### src/rtl/i2c_regbank.sv
// Byte-interface register bank for the I2C slave controller: RO snapshot reads,
// shadowed RW writes committed atomically on STOP, auto-incrementing pointer, write-lock key.
module i2c_regbank #(
    parameter int unsigned        N_RO      = 16,
    parameter int unsigned        N_RW      = 32,
    parameter logic [7:0]         RW_BASE   = 8'h40,
    parameter logic [7:0]         LOCK_ADDR = 8'hFF,
    parameter logic [7:0]         LOCK_KEY  = 8'hA5,
    parameter logic [8*N_RW-1:0]  RW_INIT   = '0
) (
    input  logic                clk,
    input  logic                rst,
    input  logic                start,
    input  logic                stop,
    input  logic                data_vld,
    input  logic                r_w,
    input  logic [7:0]          rx_data,
    output logic [7:0]          tx_data,
    output logic                stretch_on,
    input  logic [8*N_RO-1:0]   ro_data,
    output logic [8*N_RW-1:0]   rw_data,
    output logic                commit,
    output logic                wr_err,
    output logic                unlocked
);
    localparam int unsigned RO_IW  = (N_RO > 1) ? $clog2(N_RO) : 1;
    localparam int unsigned RW_IW  = (N_RW > 1) ? $clog2(N_RW) : 1;
    localparam logic [8:0]  RW_END = 9'(RW_BASE) + 9'(N_RW);

    typedef enum logic [1:0] {S_IDLE, S_PTR, S_WR, S_RD} state_t;

    state_t     r_state;
    logic [7:0] r_ptr;
    logic [7:0] r_tx;
    logic       r_load;
    logic       r_commit_pend;
    logic       r_commit;
    logic       r_wr_err;
    logic       r_unlocked;
    logic       r_dirty;
    logic [7:0] r_snap   [N_RO];
    logic [7:0] r_rw     [N_RW];
    logic [7:0] r_shadow [N_RW];

    logic             w_in_ro;
    logic             w_in_rw;
    logic [RO_IW-1:0] w_ro_idx;
    logic [RW_IW-1:0] w_rw_idx;
    logic [7:0]       w_rd_byte;

    assign w_in_ro  = ({1'b0, r_ptr} < 9'(N_RO));
    assign w_in_rw  = (r_ptr >= RW_BASE) && ({1'b0, r_ptr} < RW_END);
    assign w_ro_idx = r_ptr[RO_IW-1:0];
    assign w_rw_idx = RW_IW'(r_ptr - RW_BASE);

    always_comb begin
        w_rd_byte = '0;
        if (r_ptr == LOCK_ADDR)
            w_rd_byte = {7'b0, r_unlocked};
        else if (w_in_ro)
            w_rd_byte = r_snap[w_ro_idx];
        else if (w_in_rw)
            w_rd_byte = r_rw[w_rw_idx];
    end

    always_comb begin
        rw_data = '0;
        for (int unsigned j = 0; j < N_RW; j++)
            rw_data[8*j +: 8] = r_rw[j];
    end

    assign tx_data    = r_tx;
    assign stretch_on = r_load;
    assign commit     = r_commit;
    assign wr_err     = r_wr_err;
    assign unlocked   = r_unlocked;

    always_ff @(posedge clk or posedge rst) begin
        if (rst) begin
            r_state       <= S_IDLE;
            r_ptr         <= '0;
            r_tx          <= '0;
            r_load        <= 1'b0;
            r_commit_pend <= 1'b0;
            r_commit      <= 1'b0;
            r_wr_err      <= 1'b0;
            r_unlocked    <= 1'b0;
            r_dirty       <= 1'b0;
            for (int unsigned i = 0; i < N_RO; i++)
                r_snap[i] <= '0;
            for (int unsigned j = 0; j < N_RW; j++) begin
                r_rw[j]     <= RW_INIT[8*j +: 8];
                r_shadow[j] <= RW_INIT[8*j +: 8];
            end
        end else begin
            r_commit      <= r_commit_pend;
            r_commit_pend <= 1'b0;
            r_wr_err      <= 1'b0;
            r_load        <= 1'b0;
            if (r_load)
                r_tx <= w_rd_byte;

            // STOP is handled before a coincident START so the commit is never lost.
            if (stop) begin
                r_state <= S_IDLE;
                if (r_dirty) begin
                    for (int unsigned j = 0; j < N_RW; j++)
                        r_rw[j] <= r_shadow[j];
                    r_commit_pend <= 1'b1;
                    r_dirty       <= 1'b0;
                end
            end

            if (start) begin
                if (r_w) begin
                    r_state <= S_RD;
                    r_load  <= 1'b1;
                    for (int unsigned i = 0; i < N_RO; i++)
                        r_snap[i] <= ro_data[8*i +: 8];
                end else begin
                    r_state <= S_PTR;
                end
            end else if (!stop) begin
                case (r_state)
                    S_PTR: if (data_vld) begin
                        r_ptr   <= rx_data;
                        r_state <= S_WR;
                    end
                    S_WR: if (data_vld) begin
                        r_ptr <= r_ptr + 8'd1;
                        if (r_ptr == LOCK_ADDR) begin
                            r_unlocked <= (rx_data == LOCK_KEY);
                        end else if (w_in_rw && r_unlocked) begin
                            r_shadow[w_rw_idx] <= rx_data;
                            r_dirty            <= 1'b1;
                        end else begin
                            r_wr_err <= 1'b1;
                        end
                    end
                    S_RD: if (data_vld) begin
                        r_ptr  <= r_ptr + 8'd1;
                        r_load <= 1'b1;
                    end
                    default: ;
                endcase
            end
        end
    end
endmodule

### config.mk
export PLATFORM = sky130hd
export DESIGN_NAME = i2c_regbank
export DESIGN_NICKNAME = d
export VERILOG_FILES = /design/src/rtl/i2c_regbank.sv
export SDC_FILE = /design/constraint.sdc
export NUM_CORES = 1
export LEC_CHECK = 0
export ABC_AREA = 1
export BUFFER_PORTS_ARGS = -buffer_cell sky130_fd_sc_hd__buf_2
export CORE_MARGIN = 1.5
export CORE_UTILIZATION = 40
export CTS_BUF_LIST = sky130_fd_sc_hd__clkbuf_8
export CTS_CLUSTER_DIAMETER = 200
export DETAILED_ROUTE_END_ITERATION = 10
export RECOVER_POWER = 100
export REMOVE_ABC_BUFFERS = 1
export SLEW_MARGIN = 20
export SYNTH_ARGS = -nofsm -noshare
export SYNTH_HDL_FRONTEND = slang
export SYNTH_SLANG_ARGS = --single-unit
### constraint.sdc
create_clock -name clk -period 20.5 [get_ports clk]
set_clock_uncertainty 0.05 [all_clocks]
set_input_delay 1.025 -clock clk [delete_from_list [all_inputs] [get_ports clk]]
set_output_delay 1.025 -clock clk [all_outputs]
set_load 0.01 [all_outputs]
==> impl_metrics.json <==
{
  "arrival_ns": 11.39,
  "initial_core_util": 0.405,
  "fillCellCount": 7378,
  "postRouteAntennaNets": 0,
  "required_ns": 20.86,
  "yosysSeqAreaShare": 0.571,
  "ys_ff_latch": 664,
  "syn_avg_cell_area_sq_um": 8.57,
  "antenna_found_initial": 7,
  "io_pins": 410,
  "hpwl_um": 59000,
  "synth_flop_cell": "dfrtp_1",
  "port_buffers": 409,
  "synthesis.area_sq_mm": 0.0291,
  "finalSetupViolCount": 0,
  "cts-root-buf": "clkbuf_8",
  "synthCells": 3392,
  "wl_um": 93400,
  "via_count": 23800,
  "end_kind": "flop",
  "grt_pass1_wl_um": 141000,
  "die_area_sq_mm": 0.0743,
  "cts.hold.buffers_added": 0,
  "place_congestion": 0.790,
  "die_x_um": 273,
  "finalHoldViolations": 0,
  "grt_max_degree": 179,
  "setup_ws_ns": 9.47,
  "clk_pin_slew_ns": 0.06,
  "path_max_fanout": 136,
  "critical_path.startpoint": "stop",
  "multi_input_area_sq_mm": 0.00991,
  "std_cell_rows": 98,
  "synth.top_cell.area_share": 0.571,
  "startpoint_type": "input port",
  "final_nets": 3881,
  "hold_path.startpoint": "r_commit_pend$_DFF_PP0_",
  "die-height_um": 273,
  "drc": 0,
  "numCtsBuffers": 114,
  "worst_skew_pair.late_latency_ns": 0.76,
  "grt_usage": 0.249,
  "slew_headroom": -2.49,
  "grt_overflow": 0,
  "first_pass_iters": 6,
  "drt_iter0_drc": 1914,
  "setup_tns_ns": 0,
  "status": "complete, but fails checks",
  "seq_area_sq_mm": 0.0166,
  "finalNonFillerCells": 4765,
  "hold_path.class": "flop to flop",
  "finalPower_mw": 3.83,
  "core_area_sq_mm": 0.0717,
  "dp_cells": 4569,
  "areaGrowthSynthToFinish_pct": 13.9,
  "synthTopCellsByArea": "dfrtp_1 57%, nand2_1 14%, o21ai_0 5.8%, inv_1 4.3%, o21ai_1 3.6%",
  "violations": "capacitance limit, slew limit",
  "cts_resized": 0,
  "fmax_ghz": 0.0906,
  "routedWlPerCell_um": 19.6,
  "yosys_warnings": 0,
  "min_period_ns": 11.03,
  "reg2reg_from": "r_dirty$_DFF_PP0_",
  "async_reset_ff_frac": 1.00,
  "tritoncts": "yes",
  "numClockSinks": 664,
  "h-tree-depth": 3,
  "clockBufferDepth": 3,
  "tightest_slew_ns": 5.21,
  "power_density_mw_per_mm2": 116,
  "ys_types": 33,
  "vdd.ir_drop.worst_mv": 0.0462,
  "p_leak_nw": 16.0,
  "cap_violations": 19,
  "rsz0062_at_grt": "no",
  "slew_viol_final": 1612,
  "timing.final.crit_share": 0.538,
  "viasPerCell": 4.99,
  "synth_edf_count": 0,
  "grt_pass1_vias": 23100,
  "place_ws_ns": 15.70,
  "synth_top_area_cell": "dfrtp_1",
  "worstSetupPathType": "input port to flop",
  "cts_setup_buffers": 0,
  "drive_above_1_share": 0.105
}
## flip-flops by register name, indices dropped and copies added (netlist names), 2 cells and up
register  count
tx_data       8
r_state       2
rw_data     256
r_snap      128
r_ptr         8
r_shadow    256
## area by class of cell
| cell class | count | area share |
|---|---|---|
| diodes | 4 | 0.000302 |
| clock buffers | 137 | 0.0570 |
| clock inverters | 55 | 0.00964 |
| inverters | 339 | 0.0387 |
| multi-input cells | 2177 | 0.299 |
| flip-flops and latches | 664 | 0.502 |
| well taps | 950 | 0.0359 |
| repair buffers | 439 | 0.0573 |
## synth_stat cells, types with 4 or more instances
cell type  number
mux2_2         68
a21oi_1        87
inv_2           7
buf_1           9
o211ai_1       23
nor2_2          4
buf_6          14
ha_1            4
nor2_1        128
dfrtp_1       664
inv_1         330
nand2_4        25
o21ai_0       339
nand2_1      1087
buf_4          15
buf_2          60
nor3_1          8
o21ai_1       212
nor3_2          4
clkbuf_1      114
nand3_1       173
## critical path, stage by stage
cell	delay (ns)
buf_2	0.10
nand2_1	0.41
clkinvlp_2	2.64
clkbuf_1	3.57
clkbuf_1	3.07
o21ai_0	0.34
## metrics by stage
step | hold WS [ns] | area, sq um | utilization
5_1_grt | 0.303 | 33100 | 0.462
2_1_floorplan | 0.281 | 28000 | -
4_1_cts | 0.300 | 33800 | 0.471
6_report | 0.297 | 33100 | 0.462
3_5_place_dp | 0.286 | 31600 | 0.440
3_3_place_gp | 0.285 | 31600 | 0.440
## placed cells by master (no fill, tap or decap), types with 68 or more instances in the layout
cell      Yosys  final
nor2_1      128    131
inv_1       330    364
mux2_2       68     68
buf_2        60    140
clkbuf_1    114    283
nand2_1    1087   1112
dfrtp_1     664    663
clkbuf_8      0    137
nand3_1     173    175
a21oi_1      87     87
o21ai_0     339    519
## power breakdown
| part | switching, mW | internal, mW | leakage (nW) | total [mW] |
|---|---|---|---|---|
| Sequential | 0.174 | 1.51 | 7.90 | 1.69 |
| Combinational | 0.667 | 0.296 | 6.86 | 0.963 |
| Clock | 0.554 | 0.625 | 1.28 | 1.18 |
## cells by family (layout without fill, tap and decap cells)
group | after synthesis | in the layout | synth area share
compound gates | 668 | 668 | 0.118
fa+ha+maj | 4 | 4 | 0.00172
other cells | 0 | 4 | 0
xor+xnor | 1 | 1 | 0.000301
flops | 664 | 664 | 0.571
simple gates | 1436 | 1436 | 0.203
buf+inv | 551 | 970 | 0.0794
mux | 68 | 68 | 0.0263
## layer usage
layer	vias up	global-route usage	routed length [um]
li1	11400	-	-
met1	11500	0.340	41700
met2	669	0.395	43300
met3	138	0.0585	6250
met4	4	0.0725	2190
met5	-	0	24
## path summary, 6_finish.rpt
check	depth (start not counted)	slack, ns	endpoint
setup / recovery	6	9.47	rw_data[207]$_DFFE_PP0P_
hold / removal	0	0.30	commit$_DFF_PP0_
setup reg to reg	5	9.53	rw_data[207]$_DFFE_PP0P_
hold reg to reg	0	0.30	commit$_DFF_PP0_
max in group asynchronous	4	10.84	r_ptr[0]$_DFFE_PP0P_
min in group asynchronous	2	1.81	r_commit_pend$_DFF_PP0_
No activity file was read; power rests on OpenSTA's default activity.
